## config.mk

```make
export PLATFORM = sky130hd
export DESIGN_NAME = alu_pipe
export DESIGN_NICKNAME = d
export VERILOG_FILES = /design/src/rtl/alu_pipe.sv
export SDC_FILE = /design/constraint.sdc
export NUM_CORES = 1
export LEC_CHECK = 0
export BUFFER_PORTS_ARGS = -buffer_cell sky130_fd_sc_hd__buf_2
export CAP_MARGIN = 20
export CORE_MARGIN = 4
export CORE_UTILIZATION = 50
export CTS_CLUSTER_DIAMETER = 150
export DETAILED_ROUTE_END_ITERATION = 7
export MAX_ROUTING_LAYER = met4
export PLACE_DENSITY = 0.73
export SLEW_MARGIN = 20
export SYNTH_ARGS = -nofsm -noshare
export SYNTH_HDL_FRONTEND = slang
export SYNTH_SLANG_ARGS = --single-unit
```

## constraint.sdc

```tcl
create_clock -name clk -period 1.8 [get_ports clk]
set_input_delay 0.18 -clock clk [delete_from_list [all_inputs] [get_ports clk]]
set_output_delay 0.18 -clock clk [all_outputs]
set_load 0.01 [all_outputs]
```

## src/rtl/alu_pipe.sv

```systemverilog
// alu_pipe: valid/ready ALU with a bit-serial shifter that moves one position per cycle.
// Optional build macro ALU_PIPE_SAT_EN saturates ADD/SUB results on signed overflow.
module alu_pipe #(
  parameter int WIDTH = 16,
  parameter int SHW   = $clog2(WIDTH)
) (
  input  logic             clk,
  input  logic             rst,
  input  logic             in_valid,
  output logic             in_ready,
  input  logic [2:0]       op,
  input  logic [WIDTH-1:0] in_a,
  input  logic [WIDTH-1:0] in_b,
  output logic             out_valid,
  input  logic             out_ready,
  output logic [WIDTH-1:0] out_data,
  output logic [2:0]       flags,
  output logic             err
);

  localparam logic [2:0] OP_ADD  = 3'b000;
  localparam logic [2:0] OP_SUB  = 3'b001;
  localparam logic [2:0] OP_NAND = 3'b010;
  localparam logic [2:0] OP_XOR  = 3'b011;
  localparam logic [2:0] OP_SLL  = 3'b100;
  localparam logic [2:0] OP_SRA  = 3'b101;
  localparam logic [2:0] OP_ROR  = 3'b110;

  typedef enum logic [1:0] {
    IDLE,
    SHIFT,
    HOLD
  } state_e;

  state_e state, state_next;

  logic [2:0]       op_q;
  logic [WIDTH-1:0] shift_q;
  logic [WIDTH-1:0] shift_nxt;
  logic [SHW-1:0]   cnt_q;
  logic             flag_z, flag_v, flag_n;

  logic             accept;
  logic             is_shift;
  logic             shift_now;
  logic [SHW-1:0]   amt;

  logic             sub_sel;
  logic [WIDTH-1:0] b_eff;
  logic [WIDTH-1:0] sum;
  logic             ovf;
  logic [WIDTH-1:0] arith_res;

  logic [WIDTH-1:0] acc_data;
  logic             acc_arith;
  logic             acc_rsvd;

  // One position of the serial shifter; the op captured at acceptance picks the direction.
  function automatic logic [WIDTH-1:0] shift_step(input logic [2:0] kind,
                                                  input logic [WIDTH-1:0] v);
    logic [WIDTH-1:0] r;
    case (kind)
      OP_SLL:  r = {v[WIDTH-2:0], 1'b0};
      OP_SRA:  r = {v[WIDTH-1], v[WIDTH-1:1]};
      default: r = {v[0], v[WIDTH-1:1]};
    endcase
    return r;
  endfunction

  assign in_ready  = (state == IDLE);
  assign out_valid = (state == HOLD);
  assign flags     = {flag_z, flag_v, flag_n};

  assign accept    = in_valid && in_ready;
  assign amt       = in_b[SHW-1:0];
  assign is_shift  = (op == OP_SLL) || (op == OP_SRA) || (op == OP_ROR);
  assign shift_now = is_shift && (amt != '0);
  assign shift_nxt = shift_step(op_q, shift_q);

  // SUB is formed as a + ~b + 1 so both ops share one adder and one overflow rule.
  assign sub_sel = (op == OP_SUB);
  assign b_eff   = sub_sel ? ~in_b : in_b;
  assign sum     = in_a + b_eff + {{(WIDTH-1){1'b0}}, sub_sel};
  assign ovf     = (in_a[WIDTH-1] == b_eff[WIDTH-1]) && (sum[WIDTH-1] != in_a[WIDTH-1]);

`ifdef ALU_PIPE_SAT_EN
  assign arith_res = !ovf ? sum :
                     (in_a[WIDTH-1] ? {1'b1, {(WIDTH-1){1'b0}}} : {1'b0, {(WIDTH-1){1'b1}}});
`else
  assign arith_res = sum;
`endif

  always_comb begin
    acc_data  = '0;
    acc_arith = 1'b0;
    acc_rsvd  = 1'b0;
    case (op)
      OP_ADD, OP_SUB: begin
        acc_data  = arith_res;
        acc_arith = 1'b1;
      end
      OP_NAND: acc_data = ~(in_a & in_b);
      OP_XOR:  acc_data = in_a ^ in_b;
      OP_SLL, OP_SRA, OP_ROR: acc_data = in_a;
      default: acc_rsvd = 1'b1;
    endcase
  end

  always_ff @(posedge clk or posedge rst) begin
    if (rst) begin
      state <= IDLE;
    end else begin
      state <= state_next;
    end
  end

  always_comb begin
    state_next = state;
    case (state)
      IDLE: begin
        if (accept) begin
          state_next = shift_now ? SHIFT : HOLD;
        end
      end
      SHIFT: begin
        if (cnt_q == SHW'(1)) begin
          state_next = HOLD;
        end
      end
      HOLD: begin
        if (out_ready) begin
          state_next = IDLE;
        end
      end
      default: state_next = IDLE;
    endcase
  end

  // N follows the wrapped sum MSB even when saturating, so flags match across builds.
  always_ff @(posedge clk or posedge rst) begin
    if (rst) begin
      op_q     <= '0;
      shift_q  <= '0;
      cnt_q    <= '0;
      out_data <= '0;
      flag_z   <= 1'b0;
      flag_v   <= 1'b0;
      flag_n   <= 1'b0;
      err      <= 1'b0;
    end else begin
      case (state)
        IDLE: begin
          if (accept) begin
            op_q <= op;
            if (shift_now) begin
              shift_q <= in_a;
              cnt_q   <= amt;
            end else begin
              out_data <= acc_data;
              if (!acc_rsvd) begin
                flag_z <= (acc_data == '0);
              end
              if (acc_arith) begin
                flag_v <= ovf;
                flag_n <= sum[WIDTH-1];
              end
              if (acc_rsvd || (acc_arith && ovf)) begin
                err <= 1'b1;
              end
            end
          end
        end
        SHIFT: begin
          shift_q <= shift_nxt;
          cnt_q   <= cnt_q - SHW'(1);
          if (cnt_q == SHW'(1)) begin
            out_data <= shift_nxt;
            flag_z   <= (shift_nxt == '0);
          end
        end
        default: ;
      endcase
    end
  end

endmodule

```

==> results.md <==
* Via count at 5253
* Required @ worst endpoint at 2.01 ns
* Final hold violations at 0
* Max VDD drop at 0.577 mV
* Clock-pin transition on the worst setup and hold timing paths at 0.09 ns
* First-pass GRT wire length at 25500 um
* Global route hottest layer: met2
* Outcome: complete, but fails checks
* Worst min path class: in -> reg
* Max Clk Rate at 0.353 GHz
* Register area share after synthesis at 0.262
* Cell Chain, Critical Path: buf_6 -> or2_4 -> nor2_4 -> buf_4 -> xor2_4 -> fa_2 -> a21o_4 -> a221oi_4 -> buf_4 -> nor2_4 -> o211ai_1 -> nand3_2 -> nor4_2 -> nand4b_1 -> o31ai_2
* Slew Viols, Final at 0
* Input/output buffers at 60
* Cells after Synth at 539
* Routed Antenna Nets at 0
* Die ar. at 0.0101 mm^2
* WHS at 0.0643 ns
* Total congestion overflow at 0
* Met3 usage at 0.0298
* Layout cells sized above 1 at 0.440
* Cell taking the most area after synthesis: dfrtp_1
* Antenna violations before repair at 0
* CTS tree: yes
* CP Capture Type: flop
* Gpl congestion at 1.00
* Root Driver: clkbuf_8
* P&R area growth vs syn at 52.5%
* Number of global-route vias before repair at 4946
* Worst-Margin Slew at 0.865 ns
* Fin nets at 811
* RR Startpoint: cnt_q[1]
* EDFF count, synth at 0
* Worst skew pair latency at 0.30 ns
* FF+latch area at 0.00113 mm^2
* Clock skew at 0.00437 ns
* Slew HR at 0.422
* Setup slack after layout at -1.03 ns
* Total GRT Usage at 0.328
* Placement Cell Area at 0.00568 mm^2
* FF-to-FF path depth at 10
* #FFs+latches synth at 45
* Core Area at 0.00830 mm^2
* Finished Cell Area at 0.00655 mm^2
* Most used DFF post-synth: dfrtp_1
* Netlist cell types at 77
* Worst setup path start: op[2]
* Worst EP arrival at 3.04 ns
* Worst reg2reg endpoint: flag_z
* Met2 Use GR at 0.529
* Synth area leaders: dfrtp_1 (26%), ha_1 (10%), nand2_1 (7.5%)
* Area share of the largest cell type after synthesis at 0.262
* FILL cells at 547
* Area of the mapped netlist at 0.00429 mm^2
* RSZ-0062 raised after global routing: yes
* Top cells by instance count after synthesis: nand2_1 (86), o21ai_0 (46), dfrtp_1 (45), a21oi_1 (37), ha_1 (35)
* Avg Cell Area, Syn at 7.96 um^2
* Tcrit/Tclk final at 1.57
* Maximum capacitance violations at 0
* CTS buffer count at 5
* Final setup fails at 19
* H-Tree Depth at 2
* Die Height at 101 um
* Most numerous cell in the Yosys netlist: nand2_1
* CP Max Fanout at 3
* CP max stage cell: fa_2
* Yosys warning total at 0
* Area of the multi-input gates at 0.00345 mm^2
* DP HPWL at 12100 um
* Pin count of the biggest net entering global routing at 31
* Drt pass-1 iters at 6
* PwrDens at 1070 mW/mm^2
* R2r setup slk at -0.28 ns
* Worst-case clock buffer depth at 2
* DIE WIDTH at 101 um
* FFs w/ async S/R, synth at 1.00
* Slowest Stage Delay on Critical Path at 0.38 ns
* Crit path kind: in -> reg
* Minimum clock period at 2.83 ns
* GR Layer Usage met1 at 0.427
* Initial Util at 0.517
* Routed vias/inst at 6.24
* Failing checks: negative setup slack
* Post-Route WL at 16800 um
* Clock sink total at 45
* Drt drc at 0
* Syn Nets at 614
* Num ports at 61
* Antenna cells at 0
* Startpoint types: input port
* Leakage at 3.08 nW
* Drt wl/cell at 19.9 um
* Crit path to: flag_z
* Site row count at 33
* 1st-iter DRT viols at 411
critical path: cells and delay by family:
| family | cells | cell delay [ns] |
|---|---|---|
| buf+inv | 3 | 0.42 |
| simple gates | 6 | 1.04 |
| xor+xnor | 1 | 0.07 |
| compound gates | 4 | 0.92 |
| fa+ha+maj | 1 | 0.38 |
through the flow:
step / TNS, ns / worst slack [ns] / total power [W] / std cells / utilization
final: -14.56 / -1.03 / 0.00701 / 842 / 0.789
after global routing: -15.86 / -1.11 / 0.00747 / 842 / 0.789
after CTS: -12.64 / -0.892 / 0.00674 / 832 / 0.758
after detailed placement: -23.98 / -1.42 / 0.00562 / 806 / 0.685
after global placement: -21.85 / -1.30 / 0.00549 / 806 / 0.685
after floorplan: -14.86 / -1.11 / 0.00396 / 539 / -
routing by layer:
layer  routed length, um  vias up
met1                6620     2482
met5                   0        -
met2                7970      322
met3                1370       79
li1                    -     2370
met4                 828        0
power by group:
group          switching [W]  internal, W  total (W)
combinational        0.00228      0.00204    0.00432
clock               0.000352     0.000453   0.000805
sequential          0.000388      0.00149    0.00188
total                0.00302      0.00398    0.00701
worst min path at each step:
stage,to,from,cells past startpoint,slack [ns]
finish,state[1],out_ready,2,0.06
detailed placement,state[1],rst,2,0.21
global route,state[1],out_ready,2,0.09
floorplan,state[1],out_ready,1,0.29
global placement,state[1],rst,2,0.21
CTS,state[1],out_ready,2,0.06
cell usage in the layout, fill, tap and decap left out, types with 8 or more instances in the layout:
cell and instances:
dfrtp_1 45, buf_6 12, o21ai_0 36, nand2b_1 9, inv_1 12, buf_4 147
nor2_1 30, o21ai_1 10, a21oi_2 9, ha_1 27, buf_2 58, a21oi_1 25
nand2_1 84, nand3_1 12, xor2_1 9, a21o_1 8, nor3_1 10
layout make-up:
| class | count | area share |
|---|---|---|
| Clock buffer | 7 | 0.0132 |
| Clock inverter | 1 | 0.00459 |
| Inverter | 14 | 0.00803 |
| Multi-Input combinational cell | 445 | 0.526 |
| Sequential cell | 45 | 0.172 |
| Tap cell | 105 | 0.0201 |
| Timing Repair Buffer | 225 | 0.256 |
registers in the layout (all words and copies together), names as in the netlist:
name	cells
shift_q	16
flag_v	1
err	1
op_q	3
flag_z	1
state	2
flag_n	1
cnt_q	4
out_data	16
cell families after synthesis:
group | count (synthesis) | synth area share
AOI/OAI and AO/OA | 170 | 0.266
xor gates and xnor gates | 24 | 0.0490
adders and majority gates | 36 | 0.107
buffers and inverters | 49 | 0.0539
DFF | 45 | 0.262
muxes | 9 | 0.0216
and+or+nand+nor | 206 | 0.241
what timing repair did:
action	CTS	global route
pin swaps	52	21
hold endpoints to repair	17	0
resized for setup	73	29
setup buffers	19	10
hold buffers	1	0
endpoints found under the setup margin	20	22
(Power assumes the default switching activity.)
